==> config.mk <==
export PLATFORM = sky130hd
export DESIGN_NAME = bsg_mem_1rw_sync_mask_write_bit_initiator
export DESIGN_NICKNAME = d
export VERILOG_FILES = /design/src/rtl/bsg_mem_1rw_sync_mask_write_bit_initiator_pkg.sv /design/src/rtl/bsg_mem_1rw_sync_mask_write_bit_initiator_hold.sv /design/src/rtl/bsg_mem_1rw_sync_mask_write_bit_initiator.sv
export SDC_FILE = /design/constraint.sdc
export NUM_CORES = 1
export LEC_CHECK = 0
export CAP_MARGIN = 5
export CORE_MARGIN = 4
export CORE_UTILIZATION = 33
export CTS_CLUSTER_DIAMETER = 80
export DETAILED_ROUTE_END_ITERATION = 8
export PLACE_DENSITY = 0.87
export SYNTH_ARGS = -nofsm -noshare
export SYNTH_HDL_FRONTEND = slang
export SYNTH_SLANG_ARGS = --single-unit
==> constraint.sdc <==
create_clock -name clk_i -period 5.84 [get_ports clk_i]
set_input_delay 0.584 -clock clk_i [delete_from_list [all_inputs] [get_ports clk_i]]
set_output_delay 0.584 -clock clk_i [all_outputs]
set_load 0.01 [all_outputs]
==> src/rtl/bsg_mem_1rw_sync_mask_write_bit_initiator_pkg.sv <==
// Shared types for the 1RW mask-write RAM initiator: controller state and address sizing.
package bsg_mem_1rw_sync_mask_write_bit_initiator_pkg;

  typedef enum logic {e_init, e_ready} state_e;

  // Address width that stays at least one bit wide for a single-entry RAM.
  function automatic int safe_clog2(input int n);
    return (n > 1) ? $clog2(n) : 1;
  endfunction

endpackage

==> src/rtl/bsg_mem_1rw_sync_mask_write_bit_initiator_hold.sv <==
// Read-return stage: presents RAM read data the cycle after a read and parks it
// in a one-entry register until the consumer yumis it.
module bsg_mem_1rw_sync_mask_write_bit_initiator_hold
  import bsg_mem_1rw_sync_mask_write_bit_initiator_pkg::*;
#(
  parameter int width_p = 32
) (
  input  logic               clk_i,
  input  logic               reset_i,
  input  logic               rd_inflight_i,
  input  logic               yumi_i,
  input  logic [width_p-1:0] mem_data_i,
  output logic               v_o,
  output logic [width_p-1:0] data_o
);

  logic               hold_v_q;
  logic [width_p-1:0] hold_r;
  logic               park;

  // RAM output is only guaranteed the cycle after the read, so capture it
  // whenever that cycle goes unconsumed.
  assign park = rd_inflight_i & ~yumi_i;

  always_ff @(posedge clk_i) begin
    if (reset_i)     hold_v_q <= 1'b0;
    else if (park)   hold_v_q <= 1'b1;
    else if (yumi_i) hold_v_q <= 1'b0;
  end

  always_ff @(posedge clk_i) begin
    if (park) hold_r <= mem_data_i;
  end

  assign v_o    = rd_inflight_i | hold_v_q;
  assign data_o = hold_v_q ? hold_r : mem_data_i;

endmodule

==> src/rtl/bsg_mem_1rw_sync_mask_write_bit_initiator.sv <==
// Client-side driver for a 1RW synchronous bit-masked RAM: clears the array after
// reset, then forwards read/write requests and returns read data on valid/yumi.
module bsg_mem_1rw_sync_mask_write_bit_initiator
  import bsg_mem_1rw_sync_mask_write_bit_initiator_pkg::*;
#(
  parameter int                 width_p       = 32,
  parameter int                 els_p         = 16,
  parameter int                 addr_width_lp = safe_clog2(els_p),
  parameter bit                 init_en_p     = 1'b1,
  parameter logic [width_p-1:0] init_val_p    = '0
) (
  input  logic                     clk_i,
  input  logic                     reset_i,

  input  logic                     v_i,
  input  logic                     w_i,
  input  logic [addr_width_lp-1:0] addr_i,
  input  logic [width_p-1:0]       data_i,
  input  logic [width_p-1:0]       w_mask_i,
  output logic                     ready_o,

  output logic [width_p-1:0]       data_o,
  output logic                     v_o,
  input  logic                     yumi_i,

  output logic                     init_done_o,

  output logic                     mem_v_o,
  output logic                     mem_w_o,
  output logic [addr_width_lp-1:0] mem_addr_o,
  output logic [width_p-1:0]       mem_data_o,
  output logic [width_p-1:0]       mem_w_mask_o,
  input  logic [width_p-1:0]       mem_data_i
);

  state_e                   state_q, state_n;
  logic [addr_width_lp-1:0] cnt_q;
  logic                     in_init;
  logic                     ready;
  logic                     rd_accept;
  logic                     rd_inflight_q;

  assign in_init = (state_q == e_init);

  // State register
  always_ff @(posedge clk_i) begin
    if (reset_i) state_q <= init_en_p ? e_init : e_ready;
    else         state_q <= state_n;
  end

  // Next state: the sweep is exactly els_p cycles, leaving on the last address
  always_comb begin
    state_n = state_q;
    case (state_q)
      e_init:  if (cnt_q == addr_width_lp'(els_p - 1)) state_n = e_ready;
      e_ready: state_n = e_ready;
    endcase
  end

  always_ff @(posedge clk_i) begin
    if (reset_i)      cnt_q <= '0;
    else if (in_init) cnt_q <= cnt_q + addr_width_lp'(1);
  end

  // Outputs: sweep owns the RAM port during INIT, otherwise requests pass through
  always_comb begin
    ready        = 1'b0;
    mem_v_o      = 1'b0;
    mem_w_o      = w_i;
    mem_addr_o   = addr_i;
    mem_data_o   = data_i;
    mem_w_mask_o = w_mask_i;
    if (!reset_i) begin
      if (in_init) begin
        mem_v_o      = 1'b1;
        mem_w_o      = 1'b1;
        mem_addr_o   = cnt_q;
        mem_data_o   = init_val_p;
        mem_w_mask_o = '1;
      end else begin
        ready   = ~v_o | yumi_i;
        mem_v_o = v_i & ready;
      end
    end
  end

  assign ready_o     = ready;
  assign init_done_o = (state_q == e_ready);
  assign rd_accept   = mem_v_o & ~in_init & ~w_i;

  always_ff @(posedge clk_i) begin
    if (reset_i) rd_inflight_q <= 1'b0;
    else         rd_inflight_q <= rd_accept;
  end

  bsg_mem_1rw_sync_mask_write_bit_initiator_hold #(
    .width_p(width_p)
  ) hold (
    .clk_i        (clk_i),
    .reset_i      (reset_i),
    .rd_inflight_i(rd_inflight_q),
    .yumi_i       (yumi_i),
    .mem_data_i   (mem_data_i),
    .v_o          (v_o),
    .data_o       (data_o)
  );

`ifndef SYNTHESIS
  logic                     pend_q;
  logic                     pend_w_q;
  logic [addr_width_lp-1:0] pend_addr_q;

  always_ff @(posedge clk_i) begin
    if (reset_i) pend_q <= 1'b0;
    else         pend_q <= v_i & ~ready;
    pend_w_q    <= w_i;
    pend_addr_q <= addr_i;
    if (!reset_i) begin
      assert (!yumi_i || v_o)
        else $error("yumi_i asserted while v_o is low");
      if (v_i && ready)
        assert (int'(addr_i) < els_p)
          else $error("request address %0d beyond els_p", addr_i);
      if (pend_q && !(v_i && w_i == pend_w_q && addr_i == pend_addr_q))
        $warning("request withdrawn or changed before ready_o");
    end
  end
`endif

endmodule

# Word-level counts from Yosys, hierarchy flattened
# Cells that the tools add are included.
op_classes:
  n_mux: 17
  n_eq_ne: 1
  n_bitwise: 10
  n_addsub: 1
  n_reduce_logical: 1
op_table:
  columns: ["cell", "count"]
  rows:
  - ["2-to-1 mux 32 bit", 5]
  - ["2-to-1 mux 1 bit", 9]
  - ["2-to-1 mux 4 bit", 2]
  - ["adder 4 x 1 -> 4 bit (second input constant)", 1]
  - ["AND 1 bit", 4]
  - ["== test 4 bit (second input constant)", 1]
  - ["inverter 1 bit", 4]
  - ["OR 1 bit", 2]
  - ["case mux 1 bit (2 select lines)", 1]
  - ["nonzero test 2 bit", 1]
word_totals:
  output_inout_bits: 105
  inputBits: 105
  wordCells: 35
  ff_bits: 39

# Logic depth before layout (Yosys ltp)
depth:
  ltp_word: 8
  mapped_depth: 4
  depth_no_buf: 4

# By module
# A second synthesis with hierarchy kept.
unflattened:
  hier_cells: 177
  area_unflattened_um2: 2316.0
modules_own_cells:
  columns: ["module", "cells_each", "seq_area_each_um2", "n_inst", "area_each_um2"]
  rows:
  - ["bsg_mem_1rw_sync_mask_write_bit_initiator_hold", 72, 980.9, 1, 1545.2]
  - ["bsg_mem_1rw_sync_mask_write_bit_initiator", 105, 120.1, 1, 770.7]

# Least setup slack after synthesis
# No wires, ideal clock.
synth_timing:
  path_type: "in2reg"
  from: "in yumi_i"
  to: "reg hold.hold_r[0] (enable)"
  t_arrival_ns: 2.036
  setup_time_ns: 0.425
  slack_ns: 3.378
  stages: 1
  required_time_ns: 5.415
  path_buffers: 0
  cell_sequence: "nor2b_1"
synth_via:
  elab_chain_cells: 2
synth_rtl:
  columns: ["item", "line_no", "source"]
  rows:
  - ["from (decl)", "bsg_mem_1rw_sync_mask_write_bit_initiator.sv:24", "input logic yumi_i,"]
  - ["inverter 1 bit", "bsg_mem_1rw_sync_mask_write_bit_initiator_hold.sv:23", "assign park = rd_inflight_i & ~yumi_i;"]
  - ["AND 1 bit", "bsg_mem_1rw_sync_mask_write_bit_initiator_hold.sv:23", null]
  - ["to (signal assigned)", "bsg_mem_1rw_sync_mask_write_bit_initiator_hold.sv:32", "if (park) hold_r <= mem_data_i;"]
  - ["to (decl)", "bsg_mem_1rw_sync_mask_write_bit_initiator_hold.sv:18", "logic [width_p-1:0] hold_r;"]
# Every way passes these cells.
# A chain may end at the register's enable or synchronous reset.

# Worst setup path in the final report
layout_timing:
  from: "in reset_i"
  to: "out mem_addr_o[0]"
layout_via:
  elab_chain_cells: 1
layout_rtl:
  columns: ["item", "line_no", "source"]
  rows:
  - ["from (decl)", "bsg_mem_1rw_sync_mask_write_bit_initiator.sv:13", "input logic reset_i,"]
  - ["2-to-1 mux 4 bit", "bsg_mem_1rw_sync_mask_write_bit_initiator.sv:73", "if (!reset_i) begin"]
  - ["to (decl)", "bsg_mem_1rw_sync_mask_write_bit_initiator.sv:30", "output logic [addr_width_lp-1:0] mem_addr_o,"]
# Every way passes these cells.

==> metrics.md <==
| Metric | Value |
|---|---|
| Outcome | completed |
| Reg2reg end | hold.hold_r[8] |
| Grt total ovfl | 0 |
| Num ports | 210 |
| Area of the die | 8070 um^2 |
| # diodes | 0 |
| H-tree Lvls | 2 |
| Final setup margin | 2.52 ns |
| First-pass GRT wire length | 11,200 um |
| Chip width | 89.9 um |
| Main area contributors after synthesis | edfxtp_1 (43%), mux2_2 (16%), nor2b_1 (9.9%), or2_2 (9.6%), dfxtp_1 (6.3%) |
| Worst Path Buf+Inv | 2 |
| Vias per cell | 4.54 |
| Top delay family on crit path | buffers and inverters |
| # rows | 29 |
| Crit path max fanout | 70 |
| Initial core utilization | 34.4% |
| Synth warn | 0 |
| Pin slew with the least headroom to its limit | 0.744 ns |
| Worst EP required | 5.26 ns |
| Slowest cell delay on critical path | 0.67 ns |
| Port Buf Inserts | 209 |
| CP Class | in2out |
| Root buf cell | clkbuf_8 |
| Hold Crit Start | cnt_q[3] |
| DRC errors left | 0 |
| RSZ-0062 raised after global routing | no |
| Place WS | 2.51 ns |
| Hold Path Sink | init_done_o |
| Critical Path Source | reset_i |
| Final period util | 56.8% |
| Clk pin slew, worst setup/hold paths | 0.07 ns |
| Mapped Cells | 175 |
| Sink Count | 39 |
| Most used cell, CP | clkdlybuf4s50_1 |
| Hold slack final | 0.570 ns |
| FF-to-FF path depth | 2 |
| Yosys top cell by area | edfxtp_1 |
| TNS Setup | 0 ns |
| Total global-route track usage | 17.4% |
| Crit-path slowest cell | nor2_8 |
| CTS tree | built |
| Max-cap viol count | 0 |
| Setup Skew | 0.00653 ns |
| Initial antenna violation count | 0 |
| Clock tree buffer depth | 2 |
| DRT antenna net count | 0 |
| Final Critical Period | 3.32 ns |
| Most common cell after layout, fill and taps aside | clkdlybuf4s50_1 |
| Post-synthesis sequential area ratio | 49.8% |
| Unique masters post-synth | 22 |
| Post-CTS sizing | 0 |
| Setup slack, reg-to-reg | 4.25 ns |
| Vias in the first global route | 2,205 |
| Pwr per Cell Area | 167 nW/um^2 |
| P_int | 0.577 mW |
| WHS Path Cells | 2 |
| Crit end category | output pin |
| VDD IR-drop max | 0.0761 mV |
| Synthesized Nets | 281 |
| HP Class | reg2reg |
| Core Area | 6420 um^2 |
| CTS buffer count | 5 |
| Synth Area per Inst | 12.6 um^2 |
| Final slew viol count | 0 |
| Layout Nets | 486 |
| Worst EP arrival | 2.73 ns |
| Synthesized flop and latch total | 39 |
| CTS Hold Bufs | 0 |
| Hold Fails Final Rpt | 0 |
| Final setup viols | 0 |
| Sw Ratio | 21.5% |
| Hpwl dp | 6090 um |
| GPL Wtd Cong | 0.785 |
| Post-CTS setup repair buffer count | 0 |
| Worst-Skew Late Latency | 0.28 ns |
| Yosys top cell area share | 43.5% |
| Most frequent cells in the layout | clkdlybuf4s50_1 (209), nor2b_1 (34), or2_2 (34) |
| Critical path launch point type | input pin |
| Largest net degree at the start of global routing | 71 |
| FMAX | 302 MHz |
| Pre-antenna DRT Iters | 4 |
| WL/cell | 16.4 um |
| Initial DRC count | 67 |
| Area Growth Syn to Fin | 99.4% |
| Die H | 89.9 um |
| Slew headroom | 50.4% |
| Part of the power in the clock network | 29.1% |
| Mapped Area | 2210 um^2 |
| Layout cells sized above 1 | 21.8% |
| Psw | 0.158 mW |
| Logic pwr share | 29.6% |
| CP cell instances | clkdlybuf4s50_1, nor2_8, mux2_4, clkdlybuf4s50_1 |
| Via Count | 2,078 |
| R2r startpoint | rd_inflight_q |
| Fin util | 68.7% |
| Leakage | 1.60 nW |
| Routed WL | 7510 um |
| Flop pwr share | 41.4% |
synth_stat cells, drive strengths merged:
cell type  count
a21o           1
a31oi          1
and2           1
and4b          1
buf           10
clkbuf         3
dfxtp          7
edfxtp        32
ha             1
mux2          36
mux2i          1
nand4b         1
nor2           7
nor2b         35
o21ba          1
or2           34
xnor2          1
xor2           2
worst max path at each step:
stage                           endpoint  slack, ns  depth (start not counted)
after floorplan           hold.hold_r[0]       3.38                          1
after global placement     mem_addr_o[1]       2.57                          4
after detailed placement   mem_addr_o[0]       2.51                          4
after CTS                  mem_addr_o[0]       2.51                          4
after global routing       mem_addr_o[0]       2.40                          4
final                      mem_addr_o[0]       2.52                          4
state kept, by name, summed over array words and instances, names as in the netlist:
register	count
cnt_q	4
hold.hold_r	32
hold.hold_v_q	1
init_done_o	1
rd_inflight_q	1
power groups by stage:
stage                     registers (mW)  clock network [mW]  logic, mW
after global routing               0.304               0.235      0.230
after floorplan                    0.310                   0     0.0687
after CTS                          0.304               0.220      0.220
after global placement             0.310                   0      0.215
after detailed placement           0.310                   0      0.218
final                              0.304               0.214      0.217
worst register-to-register path: cells and delay by family, from the launching register on:
kind / cells / cell delay, ns
AND/OR/NAND/NOR: 1 / 0.53
buffers and inverters: 1 / 0.39
flip-flops: 1 / 0.35
routing by layer:
layer / track usage [%] / vias up / wire length, um
met1: 17.6 / 929 / 2820
met2: 31.8 / 125 / 3740
met4: 7.40 / 0 / 210
li1: - / 1008 / -
met3: 6.84 / 16 / 739
met5: 0 / - / 0
through the flow:
stage                     cell area (um^2)  instances  total power, mW
final                                 4410        458            0.735
after global routing                  4410        458            0.770
after CTS                             4410        458            0.744
after detailed placement              4300        450            0.528
after global placement                4300        450            0.525
after floorplan                       2210        175            0.378
cell type report:
class	count	area, um^2
Clock buffer	5	68.8
Clock inverter	3	38.8
Fill cell	445	2010
Multi-Input combinational cell	123	997
Sequential cell	39	1100
Tap cell	77	96.3
Timing Repair Buffer	211	2110
cell families after synthesis:
| kind of cell | synth area share (%) |
|---|---|
| buffers and inverters | 5.21 |
| AO/OA/AOI/OAI | 1.08 |
| adder cells (fa/ha/maj) | 0.566 |
| XOR/XNOR | 1.19 |
| flip-flops | 49.8 |
| AND/OR/NAND/NOR | 22.7 |
| multiplexers | 19.5 |
Power figures use the tool's default switching activity.
